--- src/rtl/tag_set_store.sv ---
// Tag store for a set-associative cache: per-set tag/valid arrays, registered
// lookup with hit/multi-hit detection and replacement victim selection.
module tag_set_store #(
    parameter int  WAYS  = 8,
    parameter int  TAG_W = 24,
    parameter int  SETS  = 16,
    localparam int IDX_W = $clog2(SETS),
    localparam int WAY_W = (WAYS > 2) ? $clog2(WAYS) : 1
) (
    input  logic             clk,
    input  logic             reset,
    input  logic             lk_valid,
    input  logic [IDX_W-1:0] lk_index,
    input  logic [TAG_W-1:0] lk_tag,
    input  logic             fill_valid,
    input  logic [IDX_W-1:0] fill_index,
    input  logic [WAY_W-1:0] fill_way,
    input  logic [TAG_W-1:0] fill_tag,
    input  logic             inv_valid,
    input  logic [IDX_W-1:0] inv_index,
    input  logic [WAY_W-1:0] inv_way,
    input  logic             flush,
    output logic             res_valid,
    output logic             res_hit,
    output logic [WAY_W-1:0] res_way,
    output logic             res_multi,
    output logic [WAY_W-1:0] victim_way,
    output logic             victim_valid,
    output logic [TAG_W-1:0] victim_tag
);

    logic [TAG_W-1:0] tag_q   [SETS][WAYS];
    logic [TAG_W-1:0] tag_d   [SETS][WAYS];
    logic             valid_q [SETS][WAYS];
    logic             valid_d [SETS][WAYS];
    logic [WAY_W-1:0] rr_q    [SETS];
    logic [WAY_W-1:0] rr_d    [SETS];

    logic             res_valid_q, res_valid_d;
    logic             res_hit_q, res_hit_d;
    logic [WAY_W-1:0] res_way_q, res_way_d;
    logic             res_multi_q, res_multi_d;
    logic [WAY_W-1:0] victim_way_q, victim_way_d;
    logic             victim_valid_q, victim_valid_d;
    logic [TAG_W-1:0] victim_tag_q, victim_tag_d;

    logic             fill_ok, inv_ok, free_found;
    logic [WAY_W-1:0] vic_sel;

    assign fill_ok = fill_valid && (int'(fill_way) < WAYS);
    assign inv_ok  = inv_valid && (int'(inv_way) < WAYS);

    // Lookup path reads only the current (pre-update) state.
    always_comb begin
        res_valid_d    = lk_valid;
        res_hit_d      = 1'b0;
        res_way_d      = '0;
        res_multi_d    = 1'b0;
        victim_way_d   = '0;
        victim_valid_d = 1'b0;
        victim_tag_d   = '0;
        free_found     = 1'b0;
        vic_sel        = rr_q[lk_index];
        for (int w = 0; w < WAYS; w++) begin
            if (valid_q[lk_index][w] && (tag_q[lk_index][w] == lk_tag)) begin
                if (res_hit_d) begin
                    res_multi_d = 1'b1;
                end else begin
                    res_hit_d = 1'b1;
                    res_way_d = WAY_W'(w);
                end
            end
            if (!valid_q[lk_index][w] && !free_found) begin
                free_found = 1'b1;
                vic_sel    = WAY_W'(w);
            end
        end
        if (lk_valid) begin
            victim_way_d   = vic_sel;
            victim_valid_d = valid_q[lk_index][vic_sel];
            victim_tag_d   = tag_q[lk_index][vic_sel];
        end else begin
            res_hit_d   = 1'b0;
            res_way_d   = '0;
            res_multi_d = 1'b0;
        end
    end

    // Invalidate is applied before fill so a fill to the same entry wins.
    always_comb begin
        tag_d   = tag_q;
        valid_d = valid_q;
        rr_d    = rr_q;
        if (flush) begin
            for (int s = 0; s < SETS; s++) begin
                rr_d[s] = '0;
                for (int w = 0; w < WAYS; w++) begin
                    valid_d[s][w] = 1'b0;
                end
            end
        end else begin
            if (inv_ok) begin
                valid_d[inv_index][inv_way] = 1'b0;
            end
            if (fill_ok) begin
                tag_d[fill_index][fill_way]   = fill_tag;
                valid_d[fill_index][fill_way] = 1'b1;
                rr_d[fill_index] = (int'(fill_way) == WAYS - 1) ? '0
                                                                : fill_way + WAY_W'(1);
            end
        end
    end

    always_ff @(posedge clk) begin
        if (reset) begin
            for (int s = 0; s < SETS; s++) begin
                rr_q[s] <= '0;
                for (int w = 0; w < WAYS; w++) begin
                    valid_q[s][w] <= 1'b0;
                end
            end
            res_valid_q    <= 1'b0;
            res_hit_q      <= 1'b0;
            res_way_q      <= '0;
            res_multi_q    <= 1'b0;
            victim_way_q   <= '0;
            victim_valid_q <= 1'b0;
            victim_tag_q   <= '0;
        end else begin
            tag_q          <= tag_d;
            valid_q        <= valid_d;
            rr_q           <= rr_d;
            res_valid_q    <= res_valid_d;
            res_hit_q      <= res_hit_d;
            res_way_q      <= res_way_d;
            res_multi_q    <= res_multi_d;
            victim_way_q   <= victim_way_d;
            victim_valid_q <= victim_valid_d;
            victim_tag_q   <= victim_tag_d;
        end
    end

    assign res_valid    = res_valid_q;
    assign res_hit      = res_hit_q;
    assign res_way      = res_way_q;
    assign res_multi    = res_multi_q;
    assign victim_way   = victim_way_q;
    assign victim_valid = victim_valid_q;
    assign victim_tag   = victim_tag_q;

endmodule
--- config.mk ---
export PLATFORM = sky130hd
export DESIGN_NAME = tag_set_store
export DESIGN_NICKNAME = d
export VERILOG_FILES = /design/src/rtl/tag_set_store.sv
export SDC_FILE = /design/constraint.sdc
export NUM_CORES = 2
export LEC_CHECK = 0
export BUFFER_PORTS_ARGS = -buffer_cell sky130_fd_sc_hd__buf_4
export CAP_MARGIN = 15
export CORE_ASPECT_RATIO = 0.75
export CORE_UTILIZATION = 50
export CTS_CLUSTER_SIZE = 8
export DETAILED_ROUTE_END_ITERATION = 10
export HOLD_SLACK_MARGIN = 0.12
export PLACE_DENSITY = 0.75
export SYNTH_ARGS = -nofsm -noshare
export SYNTH_HDL_FRONTEND = slang
export SYNTH_SLANG_ARGS = --single-unit
--- constraint.sdc ---
create_clock -name clk -period 3.5 [get_ports clk]
set_clock_uncertainty 0.05 [all_clocks]
set_input_delay 0.7 -clock clk [delete_from_list [all_inputs] [get_ports clk]]
set_output_delay 0.7 -clock clk [all_outputs]
set_load 0.005 [all_outputs]
==> out/qor.yml <==
setup_path:
  arrival_ns: 4.37
  crit_path_end_kind: "flip-flop"
  reg2reg_slack_ns: 0
  regToRegEndpoint: "victim_tag[2]$_SDFF_PP0_"
  reg2reg_depth: 13
  r2r-start: "valid_q[5]$_SDFF_PP0_"
  critPathLaunch: "lk_index[0]"
  cp_max_fo: 11
  crit_required_ns: 4.29
  cp-endpoint: "res_way[0]$_SDFF_PP0_"
  path_class: "in2reg"
  critPathLaunchType: "input port"
run_status:
  outcome: "complete, but fails checks"
  violations: "negative setup slack"
routing:
  viasPerCell: 6.71
  drt_iter0_markers: 14900
  ant_nets: 0
  firstDrtPassIters: 6
  drc: 0
  drt-total-wl_um: 466000
  num_vias: 81100
  wl_per_cell_um: 38.6
yosys:
  synthArstFlopShare_pct: 0
  synth_top_area_share_pct: 69.4
  ys_ff_latch: 3282
  syn_inst: 6977
  synth_nets: 7051
  mappedNetlistArea_um2: 133000
  synth-seq-area-share_pct: 72.6
  synth_ff_type: "edfxtp_1"
  synth_edf_count: 3072
  synth_warnings: 0
  synth_area_leaders: "edfxtp_1 (69%), mux4_2 (12%), mux2i_1 (4.1%)"
  ys_types: 93
  syn-mean-instance-area_um2: 19.1
  synth.largest_area_cell: "edfxtp_1"
clocking:
  cts_root_buf: "clkbuf_16"
  clk_latency_ns: 0.95
  cts_tree: "done"
  cts_made_buffers: 452
  clk_pin_slew_ns: 0.06
  h-tree-depth: 5
  cts_buffer_depth: 4
  numClockSinks: 3282
place:
  hpwl_um: 296000
  gp_congestion: 1.05
  io_buffers: 105
  place_area_um2: 148000
global_routing:
  grt_max_degree: 129
  antenna_found_initial: 42
  grt_pass1_wl_um: 634000
  grt_pass1_vias: 78500
  grt_overflow: 0
  grtUsageTotal_pct: 34.3
flow_run:
  cap_violations: 0
min_path:
  hp-start: "fill_tag[16]"
  hold_class: "in2reg"
pwr:
  power_mw: 89.5
  p_leak_nw: 55.0
  power_density_nw_per_um2: 555
  irDropWorstVdd_mv: 0.665
sta:
  worst_pin_slew_ns: 1.07
  fin_setup_tns_ns: -0.107
  final.min_clock_period_ns: 3.58
  whs_ns: 0.155
  rsz0062_at_grt: "yes"
  maxSlewHeadroom_pct: 28.6
  drv_slew: 0
  hold_violations: 0
  setup_viol: 3
  setup_ws_ns: -0.0817
  timing.fmax_ghz: 0.279
  period_share_pct: 102
floorplanning:
  io_pins: 106
  fp-row-count: 163
  design.die.area_um2: 268000
  die_w_um: 597
  dieHeight_um: 449
  core_area_um2: 264000
  start_util_pct: 50.4
cells_and_area:
  drive_gt1_share_pct: 35.4
  area_delta_synth_final_pct: 21.3
  multiInputGateArea_um2: 34900
  nFillCells: 18000
  fin_area_um2: 161000
  regArea_um2: 96500
  nets: 8474
[cells by family after synthesis]
| logic type | after synthesis | share of synthesized area [%] |
|---|---|---|
| DFF | 3282 | 72.6 |
| muxes | 1335 | 17.0 |
| buffers and inverters | 441 | 1.96 |
| xor gates and xnor gates | 210 | 1.38 |
| and+or+nand+nor | 1012 | 3.30 |
| adders and majority gates | 2 | 0.0188 |
| AOI/OAI and AO/OA | 695 | 3.79 |
[timing repair]
item	CTS	global route
endpoints found under the hold margin	10	0
gates resized for setup	34	76
hold buffers	2	0
pin swaps	4	13
cloned	2	0
setup buffers	8	35
endpoints found under the setup margin	28	22
[worst max-delay path, stage by stage]
cell       delay, ns
buf_16          0.18
buf_12          0.16
buf_16          0.15
buf_6           0.16
mux4_2          0.52
mux4_2          0.53
xnor2_1         0.19
nand4_1         0.29
nor4_1          0.26
nand4_1         0.36
buf_4           0.28
o2111ai_2       0.11
buf_4           0.16
nor2_1          0.06
a221oi_2        0.20
[per-stage QoR]
stage	std cells	utilization [%]	worst slack (ns)
detailed placement	11400	56.1	-1.21
global route	12100	61.1	-0.0887
finish	12100	61.1	-0.0817
global placement	11400	56.1	-1.20
floorplan	6977	-	-0.120
CTS	12000	60.9	0.00275
[report_power, final]
group          switching [mW]  internal (mW)  total (mW)  leakage, nW
logic                    4.36           2.79        7.14         19.8
registers              0.0519           43.0        43.1         29.3
clock network            15.9           23.4        39.3         5.92
total                    20.3           69.2        89.5         55.0
[cells in the final DEF (no fill, tap or decap), types with 103 or more instances in the layout]
cell type / instances
a21oi_1: 109
a22oi_1: 103
a31o_2: 130
buf_12: 191
buf_4: 1160
clkbuf_1: 103
clkbuf_16: 460
dfxtp_1: 210
edfxtp_1: 3072
mux2i_1: 521
mux4_2: 721
nand2_1: 420
nor2_1: 186
xnor2_1: 152
[layer usage]
metal,track usage (%),share of wire [%]
met5,0,0.047
met4,16.3,5.4
met3,10.8,14
met2,48.8,43
met1,48.4,37
[sequential cells by signal, indices dropped and copies added (netlist names), 3 cells and up]
signal,count
tag_q,3072
res_way,3
rr_q,48
victim_way,3
valid_q,128
victim_tag,24
[worst min path at each step]
stage,endpoint,slack [ns],cells after the start
global route,tag_q[592]$_DFFE_PP_,0.14,1
finish,tag_q[784]$_DFFE_PP_,0.16,1
CTS,tag_q[592]$_DFFE_PP_,0.12,1
detailed placement,valid_q[102]$_SDFF_PP0_,0.42,1
floorplan,rr_q[33]$_SDFFE_PP0P_,0.38,2
global placement,rr_q[33]$_SDFFE_PP0P_,0.41,2
[area by class of cell]
cell class	count	share of cell area, %
Tap cell	3547	2.75
Multi-Input combinational cell	3254	21.6
Sequential cell	3282	59.8
Clock inverter	15	0.187
Antenna cell	11	0.0171
Inverter	25	0.0714
Clock buffer	563	7.38
Timing Repair Buffer	1385	8.12
[synth_stat cells, types with 9 or more instances]
cell type     n
a211oi_1     25
a21oi_1     111
a221oi_1     37
a22o_1       13
a22oi_1     106
a31o_2      130
a31oi_1      22
and2_1       11
and3_1       20
buf_1        39
buf_2       112
buf_4        72
buf_6        63
clkbuf_1    125
dfxtp_1     210
edfxtp_1   3072
inv_1        17
mux2_2       63
mux2i_1     539
mux4_2      721
nand2_1     426
nand2b_1     17
nand3_1      63
nand4_1      25
nor2_1      318
nor2b_1      15
nor3_1       51
nor4_1       19
o211ai_1     35
o21ai_0      64
o21ai_1      20
o221ai_1      9
o22ai_1      42
or3_1        13
xnor2_1     154
xor2_1       56
Power figures use the tool's default switching activity.
